<file path="src/rtl/l2_mem_pkg.sv">
// Shared definitions for the L2 line <-> narrow word memory boundary.
// Provides the responder state encoding, line/word packing constants and a
// helper that extracts word k (bits [32k+31:32k]) from a 128-bit line.
package l2_mem_pkg;

  localparam int unsigned LINE_WORDS = 4;
  localparam int unsigned WORD_W     = 32;
  localparam int unsigned LINE_W     = LINE_WORDS * WORD_W;
  localparam int unsigned BEAT_W     = 2;

  typedef enum logic [1:0] {
    StIdle,
    StRBeat,
    StWBeat,
    StDone
  } l2_mem_state_e;

  // Word 'beat' of a line; the word address on the narrow port is {line, beat}.
  function automatic logic [WORD_W-1:0] line_word(input logic [LINE_W-1:0] line,
                                                   input logic [BEAT_W-1:0] beat);
    return line[WORD_W * beat +: WORD_W];
  endfunction

endpackage

</file>
<file path="src/rtl/l2_mem_responder.sv">
// Memory-side responder for the L2 cache line port.
// Accepts one line read or write per request, serializes it into four word
// beats (order 0..3) on the narrow RAM port, then pulses mem_ready_o for one
// cycle. All outputs are registered.
//
// Ports:
//   clk_i, proc_reset_ni          clock, asynchronous active-low reset
//   mem_read_i, mem_write_i       level line requests, held until mem_ready_o
//   mem_addr_i, mem_wdata_i       line address / write line
//   mem_rdata_o, mem_ready_o      read line / one-cycle completion pulse
//   ram_req_o, ram_we_o           beat request / beat is a write
//   ram_addr_o, ram_wdata_o       word address {line, beat} / write word
//   ram_rdata_i, ram_ack_i        read word / beat complete
//   proto_err_o                   sticky: read and write both high at accept
module l2_mem_responder
  import l2_mem_pkg::*;
#(
  parameter int unsigned LINE_AW = 28
) (
  input  logic                 clk_i,
  input  logic                 proc_reset_ni,
  input  logic                 mem_read_i,
  input  logic                 mem_write_i,
  input  logic [LINE_AW-1:0]   mem_addr_i,
  input  logic [LINE_W-1:0]    mem_wdata_i,
  output logic [LINE_W-1:0]    mem_rdata_o,
  output logic                 mem_ready_o,
  output logic                 ram_req_o,
  output logic                 ram_we_o,
  output logic [LINE_AW+1:0]   ram_addr_o,
  output logic [WORD_W-1:0]    ram_wdata_o,
  input  logic [WORD_W-1:0]    ram_rdata_i,
  input  logic                 ram_ack_i,
  output logic                 proto_err_o
);

  l2_mem_state_e        state_q, state_d;
  logic [BEAT_W-1:0]    beat_q, beat_d;
  logic [LINE_AW-1:0]   line_q, line_d;
  logic [LINE_W-1:0]    wline_q, wline_d;
  logic [LINE_W-1:0]    rdata_q, rdata_d;
  logic                 ready_q, ready_d;
  logic                 req_q, req_d;
  logic                 we_q, we_d;
  logic [LINE_AW+1:0]   raddr_q, raddr_d;
  logic [WORD_W-1:0]    wdata_q, wdata_d;
  logic                 perr_q, perr_d;

  always_comb begin
    state_d = state_q;
    beat_d  = beat_q;
    line_d  = line_q;
    wline_d = wline_q;
    rdata_d = rdata_q;
    ready_d = 1'b0;
    req_d   = req_q;
    we_d    = we_q;
    raddr_d = raddr_q;
    wdata_d = wdata_q;
    perr_d  = perr_q;

    unique case (state_q)
      StIdle: begin
        // Write wins when both requests are high; that case is flagged.
        if (mem_write_i) begin
          state_d = StWBeat;
          beat_d  = '0;
          line_d  = mem_addr_i;
          wline_d = mem_wdata_i;
          req_d   = 1'b1;
          we_d    = 1'b1;
          raddr_d = {mem_addr_i, 2'd0};
          wdata_d = line_word(mem_wdata_i, 2'd0);
          if (mem_read_i) begin
            perr_d = 1'b1;
          end
        end else if (mem_read_i) begin
          state_d = StRBeat;
          beat_d  = '0;
          line_d  = mem_addr_i;
          req_d   = 1'b1;
          we_d    = 1'b0;
          raddr_d = {mem_addr_i, 2'd0};
        end
      end
      StRBeat, StWBeat: begin
        if (ram_ack_i) begin
          if (state_q == StRBeat) begin
            rdata_d[WORD_W * beat_q +: WORD_W] = ram_rdata_i;
          end
          if (beat_q == 2'd3) begin
            state_d = StDone;
            req_d   = 1'b0;
            we_d    = 1'b0;
            ready_d = 1'b1;
          end else begin
            // Address/data advance only on the edge that retires a beat.
            beat_d  = beat_q + 2'd1;
            raddr_d = {line_q, beat_d};
            wdata_d = line_word(wline_q, beat_d);
          end
        end
      end
      StDone: begin
        // Request still high here is the finished one; ignore it.
        state_d = StIdle;
        beat_d  = '0;
      end
      default: state_d = StIdle;
    endcase
  end

  always_ff @(posedge clk_i or negedge proc_reset_ni) begin
    if (!proc_reset_ni) begin
      state_q <= StIdle;
      beat_q  <= '0;
      line_q  <= '0;
      wline_q <= '0;
      rdata_q <= '0;
      ready_q <= 1'b0;
      req_q   <= 1'b0;
      we_q    <= 1'b0;
      raddr_q <= '0;
      wdata_q <= '0;
      perr_q  <= 1'b0;
    end else begin
      state_q <= state_d;
      beat_q  <= beat_d;
      line_q  <= line_d;
      wline_q <= wline_d;
      rdata_q <= rdata_d;
      ready_q <= ready_d;
      req_q   <= req_d;
      we_q    <= we_d;
      raddr_q <= raddr_d;
      wdata_q <= wdata_d;
      perr_q  <= perr_d;
    end
  end

  assign mem_rdata_o = rdata_q;
  assign mem_ready_o = ready_q;
  assign ram_req_o   = req_q;
  assign ram_we_o    = we_q;
  assign ram_addr_o  = raddr_q;
  assign ram_wdata_o = wdata_q;
  assign proto_err_o = perr_q;

endmodule

</file>
<file path="config.mk">
export PLATFORM = sky130hd
export DESIGN_NAME = l2_mem_responder
export DESIGN_NICKNAME = d
export VERILOG_FILES = /design/src/rtl/l2_mem_pkg.sv /design/src/rtl/l2_mem_responder.sv
export SDC_FILE = /design/constraint.sdc
export NUM_CORES = 1
export LEC_CHECK = 0
export ABC_AREA = 1
export CAP_MARGIN = 30
export CELL_PAD_IN_SITES_DETAIL_PLACEMENT = 0
export CELL_PAD_IN_SITES_GLOBAL_PLACEMENT = 2
export CORE_ASPECT_RATIO = 1.25
export CORE_MARGIN = 10
export CORE_UTILIZATION = 26
export DETAILED_ROUTE_END_ITERATION = 10
export GPL_ROUTABILITY_DRIVEN = 0
export PLACE_DENSITY = 0.87
export SLEW_MARGIN = 10
export SYNTH_ARGS = -nofsm -noshare
export SYNTH_HDL_FRONTEND = slang
export SYNTH_SLANG_ARGS = --single-unit
</file>
<file path="constraint.sdc">
create_clock -name clk_i -period 2.1 [get_ports clk_i]
set_clock_uncertainty 0.2 [all_clocks]
set_input_delay 0.42 -clock clk_i [delete_from_list [all_inputs] [get_ports clk_i]]
set_output_delay 0.42 -clock clk_i [all_outputs]
set_load 0.01 [all_outputs]
</file>
==> run metrics, run 1 <==
synthesized area per cell=8.20 um2; LEAKAGE=11.4 nW; die width=240 um; met2 Use GR=27.1%; post-synth top area share=56.5%; DP HPWL=40.4 mm; Core ar.=59700 um2; H-Tree Depth=2; overall routing resource usage=15.8%; post-route minimum period=1.95 ns; most common cell in the synthesized netlist=nand2_1; initial core utilization=26.3%; Primary FF master, synth=dfrtp_1; layout cell share with drive strength beyond 1=7.30%; crit path DAT=2.16 ns; maximum clock rate=0.513 GHz; FP Rows=100; CTS Buffer Depth=3; post-synthesis cell type count=27; worst slew pin tran=0.778 ns; Rel. slew slack=48.1%; synthesized area=15700 um2; Area growth syn-to-layout=40.1%; outcome=finished, final reports clean; routed len/inst=18.3 um; pin count of the biggest net entering global routing=75; Max stage delay on crit path=0.53 ns; CTS Buf Count=41; critical path launch point type=register; Req. time, crit path=2.31 ns; Root Driver=clkbuf_16; Post-synth EDFFs=0; DRC=0; nets@finish=2488; Synth Instances=1913; CTS tree=built; final core occ=36.8%; DRT Pass-1 Iters=5; worst-path cell chain=inv_4 > ha_4 > clkinv_2 > nand2_4 > inv_2 > nand4_2 > buf_12 > o21ai_0; grt met1 use=18.8%; vias in the first global route=14800; Worst path slowest cell=dfrtp_4; die height=295 um; Vias=14200; Critical path buffers and inverters=4; Layout Cells excl Fill=3086; crit-path max FO=28; clk slew on worst S/H paths=0.06 ns; port bufs=386; post-synthesis sequential area ratio=56.5%; Critical Path Sink Type=register; area leader, netlist=dfrtp_1; Synth async-reset ratio=100%; power per cell area=1490 nW/um2; Ports=387; RSZ-0062 raised after global routing=false; total congestion overflow=0; Top Family by Delay on Critical Path=buffers and inverters; first-pass GRT wire length=88.3 mm; Initial DRC Count=938; Max IR drop VDD=0.829 mV; final wirelength=56.4 mm; initial antenna violation count=7; Crit Path Category=reg -> reg; fin. max-slew vios=0; layer with the highest usage=met2; die area=70600 um2; dpl cells=3008; Hold Violations, Final=0; Mapped Nets=2114; endpoints failing setup=0; number of register bits inferred by synthesis=354; clk_lat worst skew=0.56 ns; Sink Count=354; synth warn=0; Fillers=6196; crit share post-route=92.8%; largest cells by area after synthesis=dfrtp_1 56%, nand2_1 21%, o21ai_0 7.2%; Fin Hold WS=0.124 ns; antenna-violating nets left=0; Min-Delay Path Class=in -> async; max-cap violation count=0; Via density=4.62; met3 GRT Util=3.92%; Synth top cells by count=861 x nand2_1, 354 x dfrtp_1, 225 x o21ai_0, 131 x nand3_1, 69 x nor2_1
## worst paths after layout
path                                                    end  cells past startpoint  slack, ns                     from
worst max-delay path            mem_rdata_o[36]$_DFFE_PN0P_                      8       0.15    beat_q[0]$_DFFE_PN0P_
worst min-delay path             ram_addr_o[12]$_DFFE_PN0P_                      2       0.12            proc_reset_ni
worst max register to register  mem_rdata_o[36]$_DFFE_PN0P_                      8       0.15    beat_q[0]$_DFFE_PN0P_
worst min register to register      proto_err_o$_DFFE_PN0P_                      1       0.27  proto_err_o$_DFFE_PN0P_
max in group asynchronous        ram_wdata_o[4]$_DFFE_PN0P_                      3       0.84            proc_reset_ni
min in group clk_i                 wline_q[124]$_DFFE_PN0P_                      3       0.20         mem_wdata_i[124]
## power by group
group	switching, W	internal, W	leakage [nW]
clock	0.00297	0.00439	0.651
sequential	0.00129	0.00940	4.57
combinational	0.00913	0.00555	6.20
total	0.0134	0.0193	11.4
## layout by cell type (no fill, tap or decap), drive strengths merged, types with 2 or more instances in the layout
cell type / netlist / routed
nor3: 2 / 2
clkdlybuf4s50: 0 / 191
dlygate4sd2: 0 / 184
buf: 84 / 74
diode: 0 / 6
nand2: 864 / 864
dlymetal6s2s: 0 / 10
clkinvlp: 0 / 5
o21ai: 300 / 300
inv: 47 / 49
clkbuf: 45 / 54
ha: 8 / 8
bufinv: 0 / 5
clkinv: 0 / 5
nand3: 133 / 133
nor2: 72 / 72
dfrtp: 354 / 354
## kinds of logic after synthesis
| family | Yosys count | synth area share, % |
|---|---|---|
| compound gates | 302 | 9.89 |
| fa+ha+maj | 8 | 0.638 |
| buf+inv | 176 | 5.62 |
| flops | 354 | 56.5 |
| simple gates | 1073 | 27.4 |
## area by class of cell
class | instances | area, um2 | area share (%)
flip-flops and latches | 354 | 8860 | 40.3
multi-input cells | 1383 | 5990 | 27.3
repair buffers | 460 | 4610 | 21.0
clock buffers | 54 | 1120 | 5.12
well taps | 765 | 957 | 4.36
clock inverters | 17 | 234 | 1.06
inverters | 47 | 183 | 0.831
diodes | 6 | 15.0 | 0.0683
## stage by stage
| step | power (W) | setup WS [ns] | cell area (um2) | setup TNS [ns] |
|---|---|---|---|---|
| 3_5_place_dp | 0.0264 | -0.0604 | 20800 | -0.465 |
| 2_1_floorplan | 0.0200 | -0.00622 | 15700 | -0.0622 |
| 4_1_cts | 0.0333 | 0.000114 | 21900 | 0 |
| 6_report | 0.0327 | 0.152 | 22000 | 0 |
| 3_3_place_gp | 0.0262 | -0.0139 | 20800 | -0.0234 |
| 5_1_grt | 0.0355 | 0.00910 | 22000 | 0 |
## routing by layer
metal | share of wire [%] | vias up
met1 | 41 | 6877
met4 | 2.8 | 2
met3 | 7.2 | 88
met5 | 0.023 | -
met2 | 49 | 428
li1 | - | 6851
## what timing repair did
action,in CTS,in global routing
endpoints found under the hold margin,270,0
endpoints found under the setup margin,184,15
gates resized for setup,184,15
hold buffers,1,0
pin swaps,0,0
buffers inserted,0,0
## registers in the layout, summed over array words and instances, names as in the netlist
signal / cells
ram_we_o: 1
mem_ready_o: 1
proto_err_o: 1
beat_q: 2
ram_addr_o: 30
ram_req_o: 1
mem_rdata_o: 128
line_q: 28
wline_q: 128
state_q: 2
ram_wdata_o: 32
## worst register-to-register path, cell delays in order, from the launching register on
cell,delay [ns]
dfrtp_4,0.53
inv_4,0.14
ha_4,0.15
clkinv_2,0.17
nand2_4,0.13
inv_2,0.06
nand4_2,0.10
buf_12,0.20
o21ai_0,0.13
(Power assumes the default switching activity.)
==> run 2, diff against run 1 <==
Settings changed: CORE_MARGIN 10 to 1, CORE_UTILIZATION 26 to 31, PLACE_DENSITY 0.87 to 0.95.
Clock period 2.1 ns to 2.3 ns, I/O delays scaled along.
==> run 2 against run 1 <==
Effect of this change:
- worst hold slack better by 0.11 ns
- count of clock-buffer cells in the layout is 8 higher
- sequential share of layout area is 0.29 points higher
- die area is 27% lower
- combinational power is 8% lower
- largest power group unchanged
==> run metrics, run 2 (synthesis gave the netlist of run 1 again) <==
first-pass GRT wire length=80.0 mm; vias in the first global route=14200; Top Family by Delay on Critical Path=buffers and inverters; initial core utilization=31.6%; FP Rows=91; leading cell types in the layout, fill and taps excluded=860 x nand2_1, 385 x clkdlybuf4s50_1, 353 x dfrtp_1, 225 x o21ai_0, 131 x nand3_1; clock share of power=22.1%; worst slew pin tran=0.643 ns; H-Tree Depth=2; dpl cells=2878; DRT Pass-1 Iters=5; nets@finish=2471; routed len/inst=17.2 um; Ports=387; critical path launch point type=register; setup bufs post-CTS=0; Setup TNS=0 ns; clk_lat worst skew=0.54 ns; DRC=0; antenna-violating nets left=0; Sink Count=354; crit path DAT=1.55 ns; P_int=0.0180 W; power per cell area=1370 nW/um2; outcome=finished, final reports clean; Core ar.=49600 um2; Min-Delay Path Class=in -> async; FF-to-FF setup slack=0.20 ns; Critical Path Sink Type=output pin; Max IR drop VDD=0.646 mV; overall routing resource usage=19.8%; Hold Violations, Final=0; Crit Path Category=reg -> out; maximum clock rate=0.452 GHz; fin. max-slew vios=0; Rel. slew slack=57.1%; Critical path buffers and inverters=1; clk slew on worst S/H paths=0.06 ns; die width=203 um; R2R cell count=9; final wirelength=50.8 mm; post-cts sizing count=0; Reg area=8860 um2; LEAKAGE=10.5 nW; RSZ-0062 raised after global routing=false; worst-path cell chain=clkdlybuf4s50_1; Root Driver=clkbuf_16; Net Sw Power=0.0119 W; port bufs=386; worst r2r dst=ram_wdata_o[29]$_DFFE_PN0P_; Comb power frac=45.2%; total congestion overflow=0; Worst path slowest cell=clkdlybuf4s50_1; endpoints failing setup=0; crit-path max FO=2; sw frac=39.7%; max-cap violation count=0; Initial DRC Count=824; Via density=4.76; Max stage delay on crit path=0.67 ns; CTS tree=built; post-route minimum period=2.21 ns; commonest non-fill, non-tap cell in the layout=nand2_1; Fillers=4943; crit share post-route=96.3%; layout cell share with drive strength beyond 1=6.66%; die height=253 um; multi-input logic area=5980 um2; Area growth syn-to-layout=39.1%; DP HPWL=34.9 mm; Reg power frac=32.7%; Vias=14000; Req. time, crit path=1.64 ns; CTS Buffer Depth=3; Layout Cells excl Fill=2952; die area=51500 um2; initial antenna violation count=3; CTS Buf Count=40; reg2reg start=beat_q[0]$_DFFE_PN0P_; pin count of the biggest net entering global routing=85
[run 2: cell types whose count changed in the layout (fill, tap and decap cells not counted), moves of 2 or more]
cell and change:
clkbuf_8 +8, inv_2 +2, bufinv_16 -2, inv_6 -3, buf_6 -3, clkinvlp_4 -4
clkdlybuf4s50_1 +194, buf_12 -5, dlygate4sd2_1 -184, diode_2 -4, dlymetal6s2s_1 -10, buf_4 -8
[run 2: power by group through the flow]
stage	Sequential, W	Combinational (W)	Clock (W)
floorplan	0.0100	0.00819	0
global placement	0.00985	0.0135	0
detailed placement	0.00989	0.0137	0
CTS	0.00980	0.0137	0.00680
global route	0.0101	0.0153	0.00705
finish	0.00980	0.0135	0.00661
[run 2: final cells by class]
class                           instances  share of cell area [%]
Clock inverter                          9                   0.562
Timing Repair Buffer                  444                    21.2
Sequential cell                       354                    40.6
Antenna cell                            2                  0.0229
Multi-Input combinational cell       1383                    27.4
Clock buffer                           62                    5.66
Inverter                               47                   0.820
Tap cell                              651                    3.73
[run 2: how the worst max path moves through the flow]
stage	start	to	slack (ns)	cells past startpoint
2_1_floorplan	beat_q[0]$_DFFE_PN0P_	ram_wdata_o[12]$_DFFE_PN0P_	0.11	12
4_1_cts	ram_wdata_o[1]$_DFFE_PN0P_	ram_wdata_o[1]	0.05	1
5_1_grt	ram_wdata_o[1]$_DFFE_PN0P_	ram_wdata_o[1]	0.04	1
3_3_place_gp	ram_ack_i	mem_rdata_o[29]$_DFFE_PN0P_	0.16	6
6_report	ram_wdata_o[0]$_DFFE_PN0P_	ram_wdata_o[0]	0.09	1
3_5_place_dp	ram_ack_i	mem_rdata_o[29]$_DFFE_PN0P_	0.13	6
[run 2: timing repair]
item | CTS | global route
endpoints found under the setup margin | 0 | 0
hold buffers | 1 | 0
endpoints found under the hold margin | 57 | 0
[run 2: per-layer routing]
metal / global-route usage (%) / up-vias / part of all wire, %
met5: 0 / - / 0.024
met4: 7.80 / 2 / 3.7
met3: 3.32 / 96 / 5.1
met2: 34.1 / 410 / 50
met1: 24.7 / 6723 / 41
li1: - / 6806 / -
[run 2: stage by stage]
step | setup WS, ns | utilization [%] | hold WS, ns | cell area, um2 | power [W]
final | 0.0855 | 43.9 | 0.236 | 21800 | 0.0299
after global routing | 0.0376 | 43.9 | 0.238 | 21800 | 0.0324
after CTS | 0.0455 | 43.9 | 0.216 | 21800 | 0.0304
after detailed placement | 0.131 | 41.2 | 0.214 | 20400 | 0.0236
after global placement | 0.160 | 41.2 | 0.213 | 20400 | 0.0233
after floorplan | 0.111 | - | -0.0356 | 15700 | 0.0182
[run 2: worst reg2reg max path, stage by stage (launching register included)]
cell     delay (ns)
dfrtp_4        0.50
inv_2          0.16
ha_2           0.37
inv_2          0.12
buf_12         0.23
nand3_1        0.17
nand2_1        0.09
nand2_1        0.05
nand2_1        0.07
nand2_1        0.04
==> run 3, diff against run 2 <==
Settings changed: CORE_UTILIZATION 31 to 39, DONT_BUFFER_PORTS set to 1, PLACE_DENSITY 0.95 to unset, PLACE_DENSITY_LB_ADDON set to 0.25.
==> run 3 against run 2 <==
Effect of this change:
- the run now ends with hold timing left
- flip-flop and latch count is the same
- sequential power grew 6%
- cell count shrank 13%
- clock power shrank 4.7%
- critical path depth grew 7
- global-route usage grew 3.1 points
- non-clock buffer count shrank 221
- die area shrank 20%
==> run metrics, run 3 (synthesis gave the netlist of run 1 again) <==
outcome=finished, violations left; failing checks=hold timing; port bufs=0; Critical path buffers and inverters=3; Fillers=3927; Hold Violations, Final=354; Max IR drop VDD=0.993 mV; FP Rows=81; DP HPWL=28.6 mm; nets@finish=2249; Sink Count=354; final non-filler cell area=19300 um2; FF-to-FF setup slack=0.16 ns; Ports=387; Via density=5.12; Req. time, crit path=2.57 ns; initial antenna violation count=1; max-cap violation count=0; crit path DAT=2.41 ns; DRT Pass-1 Iters=5; H-Tree Depth=2; RSZ-0062 raised after global routing=false; Fin Hold WS=-0.567 ns; fin worst setup slack=0.158 ns; Crit Path Category=reg -> reg; LEAKAGE=9.60 nW; Vias=13200; leading cell types in the layout, fill and taps excluded=860 x nand2_1, 353 x dfrtp_1, 225 x o21ai_0, 189 x dlygate4sd3_1, 131 x nand3_1; power per cell area=1430 nW/um2; commonest non-fill, non-tap cell in the layout=nand2_1; worst slew pin tran=0.822 ns; setup bufs post-CTS=0; fin. max-slew vios=0; worst slack, placed=0.101 ns; CTS Buf Count=39; total congestion overflow=0; multi-input logic area=5980 um2; crit-path max FO=35; reg2reg start=beat_q[0]$_DFFE_PN0P_; Root Driver=clkbuf_16; Rel. slew slack=45.2%; die height=226 um; most frequent CP cell=nand2_1; final wirelength=47.2 mm; Critical Path Sink Type=register; Min-Delay Path Class=in -> async; R2R cell count=8; worst-path cell chain=inv_2 > buf_16 > ha_1 > nand2_1 > nor3_4 > buf_12 > nand3_1 > nand2_1; post-route minimum period=2.14 ns; Initial DRC Count=861; Worst path slowest cell=dfrtp_4; Max stage delay on crit path=0.50 ns; vias in the first global route=13200; pin count of the biggest net entering global routing=355; CTS tree=built; overall routing resource usage=22.9%; worst r2r dst=mem_rdata_o[27]$_DFFE_PN0P_; clk slew on worst S/H paths=0.06 ns; layout cell share with drive strength beyond 1=5.83%; first-pass GRT wire length=74.6 mm; CTS Buffer Depth=3; Post-DP Area=16100 um2; Worst path depth=8; die width=181 um; Reg area=8860 um2; endpoints failing setup=0; Core ar.=39400 um2; crit share post-route=93.1%; initial core utilization=39.8%; antenna-violating nets left=0; Setup TNS=0 ns; clk_lat worst skew=0.53 ns; critical path launch point type=register; maximum clock rate=0.467 GHz; Hold Buf Count CTS=189; die area=41000 um2; DRC=0; routed len/inst=18.3 um; Power, Total=0.0275 W; Top Family by Delay on Critical Path=buffers and inverters; Area growth syn-to-layout=22.8%
run 3: cell count changes in the layout (fill, tap and decap cells not counted), sizes merged:
cell	before	now
dlygate4sd3	1	189
clkinv	5	4
clkdlybuf4s50	385	0
buf	58	33
diode	2	1
clkbuf	62	60
run 3: worst reg2reg max path: cells and delay by family (launching register included):
family	cells	cell delay (ns)
buffers and inverters	3	0.61
AND/OR/NAND/NOR	4	0.50
flip-flops	1	0.50
adder cells (fa/ha/maj)	1	0.27
run 3: where the power goes:
group          internal (W)  total [W]  switching (W)
combinational       0.00374     0.0108        0.00707
clock               0.00378    0.00630        0.00252
sequential          0.00858     0.0104        0.00184
total                0.0161     0.0275         0.0114
run 3: area by class of cell:
| type | instances | share of cell area [%] |
|---|---|---|
| clock buffer | 59 | 5.99 |
| multi-input combinational | 1383 | 31.0 |
| sequential | 354 | 46.0 |
| timing repair buffer | 223 | 12.2 |
| tap | 498 | 3.23 |
| clock inverter | 8 | 0.611 |
| inverter | 47 | 0.929 |
| antenna | 1 | 0.0130 |
run 3: per-stage QoR:
step | instances | hold slack [ns] | utilization [%]
6_report | 2573 | -0.567 | 48.9
5_1_grt | 2573 | -0.598 | 48.9
4_1_cts | 2571 | -0.598 | 48.8
3_5_place_dp | 2315 | -0.0268 | 40.8
3_3_place_gp | 2315 | -0.0278 | 40.8
2_1_floorplan | 1913 | -0.0356 | -
run 3: metal layers:
metal  GRT usage, %  part of all wire [%]  vias up
met4           8.31                   3.3        0
li1               -                     -     6350
met5              0                     0        -
met1           29.5                    42     6325
met2           38.0                    48      426
met3           4.95                   6.6       80
run 3: how the worst max path moves through the flow:
stage                                from                     endpoint  slack, ns
global route        beat_q[1]$_DFFE_PN0P_  mem_rdata_o[51]$_DFFE_PN0P_       0.04
finish              beat_q[0]$_DFFE_PN0P_  mem_rdata_o[27]$_DFFE_PN0P_       0.16
CTS                 beat_q[0]$_DFFE_PN0P_  mem_rdata_o[13]$_DFFE_PN0P_        0.1
detailed placement  beat_q[0]$_DFFE_PN0P_  mem_rdata_o[13]$_DFFE_PN0P_       0.10
floorplan           beat_q[0]$_DFFE_PN0P_  ram_wdata_o[12]$_DFFE_PN0P_       0.11
global placement    beat_q[0]$_DFFE_PN0P_   mem_rdata_o[9]$_DFFE_PN0P_       0.17
run 3: timing repair:
action	4_1_cts	5_1_grt
setup endpoints to repair	0	13
gates resized for setup	0	1
endpoints found under the hold margin	697	354
